[src/rtl/mem_pkg.sv]
// Shared definitions for the RAM responder: default bus widths, responder state
// encoding and MRW polarity. The control unit uses the same widths.
package mem_pkg;

  localparam int DBUS_W = 5;
  localparam int ABUS_W = 5;
  localparam int CNT_W  = 4;

  localparam logic MRW_READ  = 1'b0;
  localparam logic MRW_WRITE = 1'b1;

  typedef enum logic [1:0] {
    IDLE  = 2'd0,
    WAITS = 2'd1,
    DONE  = 2'd2
  } state_t;

endpackage

[src/rtl/mem_array.sv]
// RAM storage for the responder: one synchronous write port and one
// asynchronous read port.
module mem_array
  import mem_pkg::*;
#(
  parameter int DBUS = DBUS_W,
  parameter int ABUS = ABUS_W
) (
  input  logic            clk,
  input  logic            i_we,
  input  logic [ABUS-1:0] i_waddr,
  input  logic [DBUS-1:0] i_wdata,
  input  logic [ABUS-1:0] i_raddr,
  output logic [DBUS-1:0] o_rdata
);

  logic [DBUS-1:0] r_mem [0:(1<<ABUS)-1];

  // NOTE: the array has no reset on purpose; program memory survives a CPU reset.
  always_ff @(posedge clk) begin
    if (i_we) r_mem[i_waddr] <= i_wdata;
  end

  assign o_rdata = r_mem[i_raddr];

endmodule

[src/rtl/mem_responder.sv]
// Memory-side responder: latches an MCS/MSTB request, waits WAIT cycles, then
// reads or writes the array and pulses MRDY for one cycle.
module mem_responder
  import mem_pkg::*;
#(
  parameter int          DBUS = DBUS_W,
  parameter int          ABUS = ABUS_W,
  parameter int unsigned WAIT = 1
) (
  input  logic            clk,
  input  logic            rst_n,
  input  logic            i_mcs,
  input  logic            i_mrw,
  input  logic            i_mstb,
  input  logic [ABUS-1:0] i_addr,
  input  logic [DBUS-1:0] i_din,
  output logic [DBUS-1:0] o_dout,
  output logic            o_mrdy,
  output logic            o_mbusy,
  output logic            o_merr,
  input  logic            i_ld_we,
  input  logic [ABUS-1:0] i_ld_addr,
  input  logic [DBUS-1:0] i_ld_data
);

  localparam logic [CNT_W-1:0] WAIT_CNT = CNT_W'(WAIT);

  state_t            r_state, w_state_nxt;
  logic [CNT_W-1:0]  r_cnt;
  logic [ABUS-1:0]   r_addr_q;
  logic [DBUS-1:0]   r_din_q, r_dout;
  logic              r_rw_q, r_mrdy, r_mbusy, r_merr;

  logic              w_strobe, w_accept, w_ld_ok, w_done_wr, w_we, w_rd_now;
  logic [ABUS-1:0]   w_rd_addr, w_wr_addr;
  logic [DBUS-1:0]   w_wr_data, w_rdata;

  assign w_strobe = i_mstb & ~i_mcs;
  assign w_accept = w_strobe & (r_state == IDLE);
  assign w_ld_ok  = i_ld_we & (r_state == IDLE) & ~w_strobe;

  // NOTE: every always_comb output gets a default first so no path infers a latch.
  // Read data is captured on the edge entering DONE, so dout is valid while MRDY is high;
  // with no wait states that edge is the accepting one, hence the live address/MRW.
  always_comb begin
    w_state_nxt = r_state;
    w_rd_now    = 1'b0;
    case (r_state)
      IDLE: begin
        if (w_accept) begin
          if (WAIT_CNT == '0) begin
            w_state_nxt = DONE;
            w_rd_now    = (i_mrw == MRW_READ);
          end else begin
            w_state_nxt = WAITS;
          end
        end
      end
      WAITS: begin
        if (r_cnt == CNT_W'(1)) begin
          w_state_nxt = DONE;
          w_rd_now    = (r_rw_q == MRW_READ);
        end
      end
      DONE:    w_state_nxt = IDLE;
      default: w_state_nxt = IDLE;
    endcase
  end

  assign w_rd_addr = (r_state == IDLE) ? i_addr : r_addr_q;
  assign w_done_wr = (r_state == DONE) & (r_rw_q == MRW_WRITE);
  assign w_we      = w_done_wr | w_ld_ok;
  assign w_wr_addr = w_done_wr ? r_addr_q : i_ld_addr;
  assign w_wr_data = w_done_wr ? r_din_q  : i_ld_data;

  // NOTE: sequential state uses non-blocking assignments only.
  always_ff @(posedge clk or negedge rst_n) begin
    if (!rst_n) begin
      r_state  <= IDLE;
      r_cnt    <= '0;
      r_addr_q <= '0;
      r_din_q  <= '0;
      r_rw_q   <= MRW_READ;
      r_dout   <= '0;
      r_mrdy   <= 1'b0;
      r_mbusy  <= 1'b0;
      r_merr   <= 1'b0;
    end else begin
      r_state <= w_state_nxt;
      r_mrdy  <= (w_state_nxt == DONE);
      r_mbusy <= (w_state_nxt != IDLE);
      if (w_accept) begin
        r_addr_q <= i_addr;
        r_din_q  <= i_din;
        r_rw_q   <= i_mrw;
        r_cnt    <= WAIT_CNT;
      end else if (r_state == WAITS) begin
        r_cnt <= r_cnt - CNT_W'(1);
      end
      if (w_rd_now) r_dout <= w_rdata;
      if ((w_strobe && (r_state != IDLE)) || (i_ld_we && !w_ld_ok)) r_merr <= 1'b1;
    end
  end

  mem_array #(
    .DBUS (DBUS),
    .ABUS (ABUS)
  ) u_mem_array (
    .clk     (clk),
    .i_we    (w_we),
    .i_waddr (w_wr_addr),
    .i_wdata (w_wr_data),
    .i_raddr (w_rd_addr),
    .o_rdata (w_rdata)
  );

  assign o_dout  = r_dout;
  assign o_mrdy  = r_mrdy;
  assign o_mbusy = r_mbusy;
  assign o_merr  = r_merr;

endmodule
[config.mk]
export PLATFORM = sky130hd
export DESIGN_NAME = mem_responder
export DESIGN_NICKNAME = d
export VERILOG_FILES = /design/src/rtl/mem_pkg.sv /design/src/rtl/mem_array.sv /design/src/rtl/mem_responder.sv
export SDC_FILE = /design/constraint.sdc
export NUM_CORES = 1
export LEC_CHECK = 0
export CAP_MARGIN = 20
export CELL_PAD_IN_SITES_DETAIL_PLACEMENT = 1
export CELL_PAD_IN_SITES_GLOBAL_PLACEMENT = 2
export CORE_MARGIN = 1
export CORE_UTILIZATION = 44
export DETAILED_ROUTE_END_ITERATION = 10
export GPL_TIMING_DRIVEN = 0
export PLACE_DENSITY = 0.8
export SLEW_MARGIN = 40
export SYNTH_ARGS = -nofsm -noshare
export SYNTH_HDL_FRONTEND = slang
export SYNTH_SLANG_ARGS = --single-unit
[constraint.sdc]
create_clock -name clk -period 2.5 [get_ports clk]
set_input_delay 0.5 -clock clk [delete_from_list [all_inputs] [get_ports clk]]
set_output_delay 0.5 -clock clk [all_outputs]
set_load 0.05 [all_outputs]
# Word-level counts from Yosys, hierarchy flattened
# Memories as Yosys holds them, arrays and structs flattened. A register that Yosys moved wholly into a read port is not among the register bits.
# Index checks and enable logic that the tools add are counted.
totals:
  reg_bits: 20
  latch_bits: 0
  ramBits: 160
  romBits: 0
  input_bits: 26
  out_inout_bits: 8
  mem_count: 1
memory_table:
  columns: ["memory", "words", "width", "read_ports", "rd_ports_with_merged_regs", "write_ports", "line", "source"]
  rows:
  - ["u_mem_array.r_mem", 32, 5, 1, 1, 1, "mem_array.sv:17", "logic [DBUS-1:0] r_mem [0:(1<<ABUS)-1];"]
classes:
  addsub: 1
  n_mul: 0
  n_div: 0
  n_lt_le_gt_ge: 0
  n_eq_ne: 4
  shift: 0
  n_mux: 12
  bitwise: 9
  n_reduce_logical: 9
op_table:
  columns: ["operator", "n"]
  rows:
  - ["two-way mux 5 bit", 3]
  - ["two-way mux 4 bit", 2]
  - ["nonzero test 2 bit", 3]
  - ["bitwise AND 1 bit", 5]
  - ["== test 2 bit (second input constant)", 2]
  - ["== test 4 x 1 -> 1 bit (second input constant)", 1]
  - ["two-way mux 1 bit", 4]
  - ["two-way mux 2 bit", 2]
  - ["one-hot mux 2 bit (2 select lines)", 1]
  - ["subtractor 4 x 1 -> 4 bit (second input constant)", 1]
  - ["NOT 1 bit", 3]
  - ["== test 2 x 1 -> 1 bit (second input constant)", 1]
  - ["logical AND 1 bit", 2]
  - ["logical NOT 1 bit", 2]
  - ["logical NOT 2 bit", 1]
  - ["logical OR 1 bit", 1]
  - ["OR 1 bit", 1]

# Logic depth before layout (Yosys ltp)
depth:
  ltp_word: 7
  depth_mapped: 9
  ltp_nobuf: 8

# Hierarchy
# Synthesis repeated with hierarchy kept, for this count alone.
hier_totals:
  hier_cells: 365
  hier_area_um2: 7492.2
modules_own_cells:
  columns: ["module", "n_inst", "cells_per_inst", "area_each_um2"]
  rows:
  - ["mem_array", 1, 272, 6244.7]
  - ["mem_responder", 1, 93, 1247.4]

# Least setup slack after synthesis
# No wires, ideal clock.
synth_path:
  kind: "input port to flip-flop"
  startpoint: "input i_addr[0]"
  endpoint: "register r_dout[1] (netlist: o_dout[1]) (read register of u_mem_array.r_mem)"
  setup_ps: 131
  arrival_ps: 2094
  path_slack_ps: 275
  path_stages: 6
  cell_sequence: "nor3b_4 nor2_4 mux4_2 a2111o_1 a221oi_2 a211oi_1"
synth_via:
  elab_chain_len: 1
synth_rtl:
  columns: ["element", "line", "source"]
  rows:
  - ["start, declared", "mem_responder.sv:15", "input logic [ABUS-1:0] i_addr,"]
  - ["two-way mux 5 bit", "mem_responder.sv:70", "assign w_rd_addr = (r_state == IDLE) ? i_addr : r_addr_q;"]
  - ["end, declared", "mem_responder.sv:31", "logic [DBUS-1:0] r_din_q, r_dout;"]
# No other way between the ends.
# A chain may end at the register's enable or synchronous reset.

# Worst setup path after layout
layout_path:
  startpoint: "register r_state[1]"
  endpoint: "register r_dout[0] (netlist: o_dout[0]) (read register of u_mem_array.r_mem)"
layout_via:
  elab_chain_len: 2
  elab_cells_between_ends: 4
  classes_between: "1 x eq/ne; 2 x mux; 1 x reduce/logical"
layout_rtl:
  columns: ["element", "line", "source"]
  rows:
  - ["start, declared", "mem_responder.sv:28", "state_t r_state, w_state_nxt;"]
  - ["start signal, assigned", "mem_responder.sv:89", "r_state <= w_state_nxt;"]
  - ["== test 2 x 1 -> 1 bit or logical NOT 2 bit (tied branches)", "mem_responder.sv:48, mem_responder.sv:70", null]
  - ["two-way mux 1 bit or two-way mux 5 bit (tied branches)", "mem_responder.sv:48, mem_responder.sv:70", null]
# Parallel ways exist; a longest one is shown, timed or not.

==> flow_summary.yaml <==
status:
  status: "finished with violations"
  failed_checks: "negative setup slack"
cells_and_area:
  final_common_cell: "edfxtp_1"
  syn2layout_area_growth_pct: 22.12
  antenna_cells: 0
  layout_common_cells: "160 x edfxtp_1, 87 x nand2_1, 34 x nor2_4, 34 x mux2i_1, 30 x clkdlybuf4s50_1"
  final_layout_size_suffix_gt1_frac: 0.2304
  layout.nets: 653
flow_run:
  maxCapViolCount: 0
clock_tree:
  root_buffer: "clkbuf_16"
  cts_tree: "built"
  htreeDepth: 4
  cts_hold_buf: 0
  clock_path_buffers: 2
  clock_latency_ps: 440
  clkTransAtPathRegs_ps: 70
  cts_sinks: 185
  numCtsBuffers: 17
sta:
  skew_ps: 12.74
  slew_headroom: 0.4544
  worst_slew_pin_slew_ps: 815.4
  max_freq_mhz: 395.3
  hold_viol: 0
  fin_crit_sh: 1.012
  rsz0062_at_grt: "yes"
  slew_viol_final: 0
  whs_ps: 88.29
  setup_viol: 2
  layout_min_cycle_time_ps: 2530
  fin_ws_ps: -29.87
yosys:
  seq_area_frac_synth: 0.6903
  synth-seq-cells: 185
  synth_ff_type: "edfxtp_1"
  synth_edf_count: 160
  synthDistinctLibCells: 59
  synth_fp_nets: 590
  syn_inst: 562
  async_flop_share: 0.1351
  syn_avg_cell_area_um2: 14.00
  yosysWarnings: 0
  syn_area_mm2: 0.007866
global_routing:
  grt_pass1_wl_um: 31950
  grt_pass1_vias: 5337
  grt.total_usage: 0.2475
  overflow: 0
  antenna_found_initial: 0
  grt_max_degree: 33
setup_path:
  required_ps: 2800
  rr_worst_depth: 7
  crit_arrival_ps: 2830
  endpoint_kind: "flip-flop"
  path_class: "flip-flop to flip-flop"
  start_kind: "flip-flop"
  crit_path_max_fanout: 9
power:
  peakVddDrop_mv: 0.5506
  p_total_mw: 10.36
  p_leak_nw: 3.282
  p_per_area_mw_per_mm2: 1079
drt:
  firstDrtPassIters: 5
  vias: 5045
  drc: 0
  ant_nets: 0
  wl_per_cell_um: 25.00
  drt-initial-drc-count: 377
  viasPerCell: 5.846
  routed_wl_um: 21580
floorplan:
  dieArea_mm2: 0.01842
  io-pin-count: 34
  fp.dieW_um: 135.7
  num_rows: 48
  start_util: 0.4532
  core_area_mm2: 0.01736
  die_h_um: 135.7
place:
  io_buffers: 32
  pre_cts_ws_ps: -774.7
  place.gp.congestion: 0.7885
  dp_hpwl_um: 14380
worst_hold_path:
  min_path_type: "input port to asynchronous set/reset pin"
## final cells by class
type,count,area [µm²]
clock buffers,21,470.5
multi-input cells,347,2679
flip-flops and latches,185,5430
well taps,225,281.5
plain buffers,21,158.9
clock inverters,11,116.4
inverters,9,33.78
fillers,1669,7750
repair buffers,44,436.7
## kinds of logic after synthesis
family / Yosys count / synth area share
xor+xnor: 3 / 0.003341
simple gates: 203 / 0.1152
compound gates: 90 / 0.08176
flops: 185 / 0.6903
buf+inv: 30 / 0.02227
fa+ha+maj: 2 / 0.003181
mux: 49 / 0.08398
## sequential cells by signal, indices dropped and copies added, names as in the netlist
register	flops
u_mem_array.r_mem	160
o_merr	1
o_dout	5
o_mrdy	1
o_mbusy	1
r_state	2
r_rw_q	1
r_addr_q	5
r_cnt	4
r_din_q	5
## path summary, 6_finish.rpt
path                                     to  slack, ps        from
worst min-delay path             r_din_q[3]         90       rst_n
worst max-delay path              o_dout[0]        -30  r_state[1]
worst min register to register   r_din_q[4]        480  r_din_q[4]
min in group clk                 r_din_q[4]        480  r_din_q[4]
max in group asynchronous       r_addr_q[1]       1970       rst_n
worst max register to register    o_dout[0]        -30  r_state[1]
## power by group
group	internal, mW	switching, mW	leakage, nW
Clock	1.47	1.19	0.275
Sequential	3.62	0.182	1.74
Combinational	1.45	2.46	1.27
## through the flow
| step | instance area (µm²) | instances | utilization | TNS, ps |
|---|---|---|---|---|
| after floorplan | 7866 | 562 | - | 0 |
| after global placement | 8468 | 819 | 0.4879 | -79720 |
| after detailed placement | 8497 | 820 | 0.4895 | -32280 |
| after CTS | 9338 | 857 | 0.5380 | -1612 |
| after global routing | 9607 | 863 | 0.5535 | -278.2 |
| final | 9607 | 863 | 0.5535 | -51.00 |
## cells in the mapped netlist, drive strengths merged (2+ instances only)
cell | instances | area share
a22oi | 5 | 0.0048
nand2b | 8 | 0.0064
o22ai | 10 | 0.0080
mux4 | 11 | 0.035
o21a | 3 | 0.0029
nor2 | 54 | 0.027
o31ai | 4 | 0.0038
nand3b | 4 | 0.0038
a31oi | 5 | 0.0048
nor4 | 5 | 0.0040
a21oi | 15 | 0.010
dfrtp | 25 | 0.080
inv | 9 | 0.0043
or3b | 2 | 0.0022
nand3 | 10 | 0.0064
a311oi | 3 | 0.0033
mux2i | 36 | 0.046
o211ai | 6 | 0.0057
nor2b | 3 | 0.0024
a21boi | 2 | 0.0024
edfxtp | 160 | 0.61
mux2 | 2 | 0.0033
o21ai | 15 | 0.011
a211oi | 5 | 0.0048
buf | 15 | 0.015
a221oi | 5 | 0.0064
clkbuf | 6 | 0.0029
o221ai | 5 | 0.0056
and2 | 2 | 0.0016
a41oi | 2 | 0.0022
ha | 2 | 0.0032
or3 | 2 | 0.0016
xnor2 | 3 | 0.0033
nand2 | 101 | 0.049
nor3 | 8 | 0.0057
## critical path, cell delays in order (launching register included)
cell and delay, ps:
dfrtp_1 450, or2_2 310, buf_2 170, a31oi_2 590
nand2b_1 240, a21oi_1 60, nor4_1 440, a221oi_2 130
## layer usage
metal  vias to the layer above  wire [µm]  global-route usage
met4                         0        300             0.08427
li1                       2255          -                   -
met5                         -          0                   0
met1                      2645       9505              0.3266
met2                       123      10940              0.4082
met3                        22        831             0.04863
## repair_timing
item | CTS | global route
endpoints found under the setup margin | 165 | 133
resized for setup | 65 | 49
pin swaps | 1 | 3
setup buffers | 5 | 4
No activity file was read; power rests on OpenSTA's default activity.
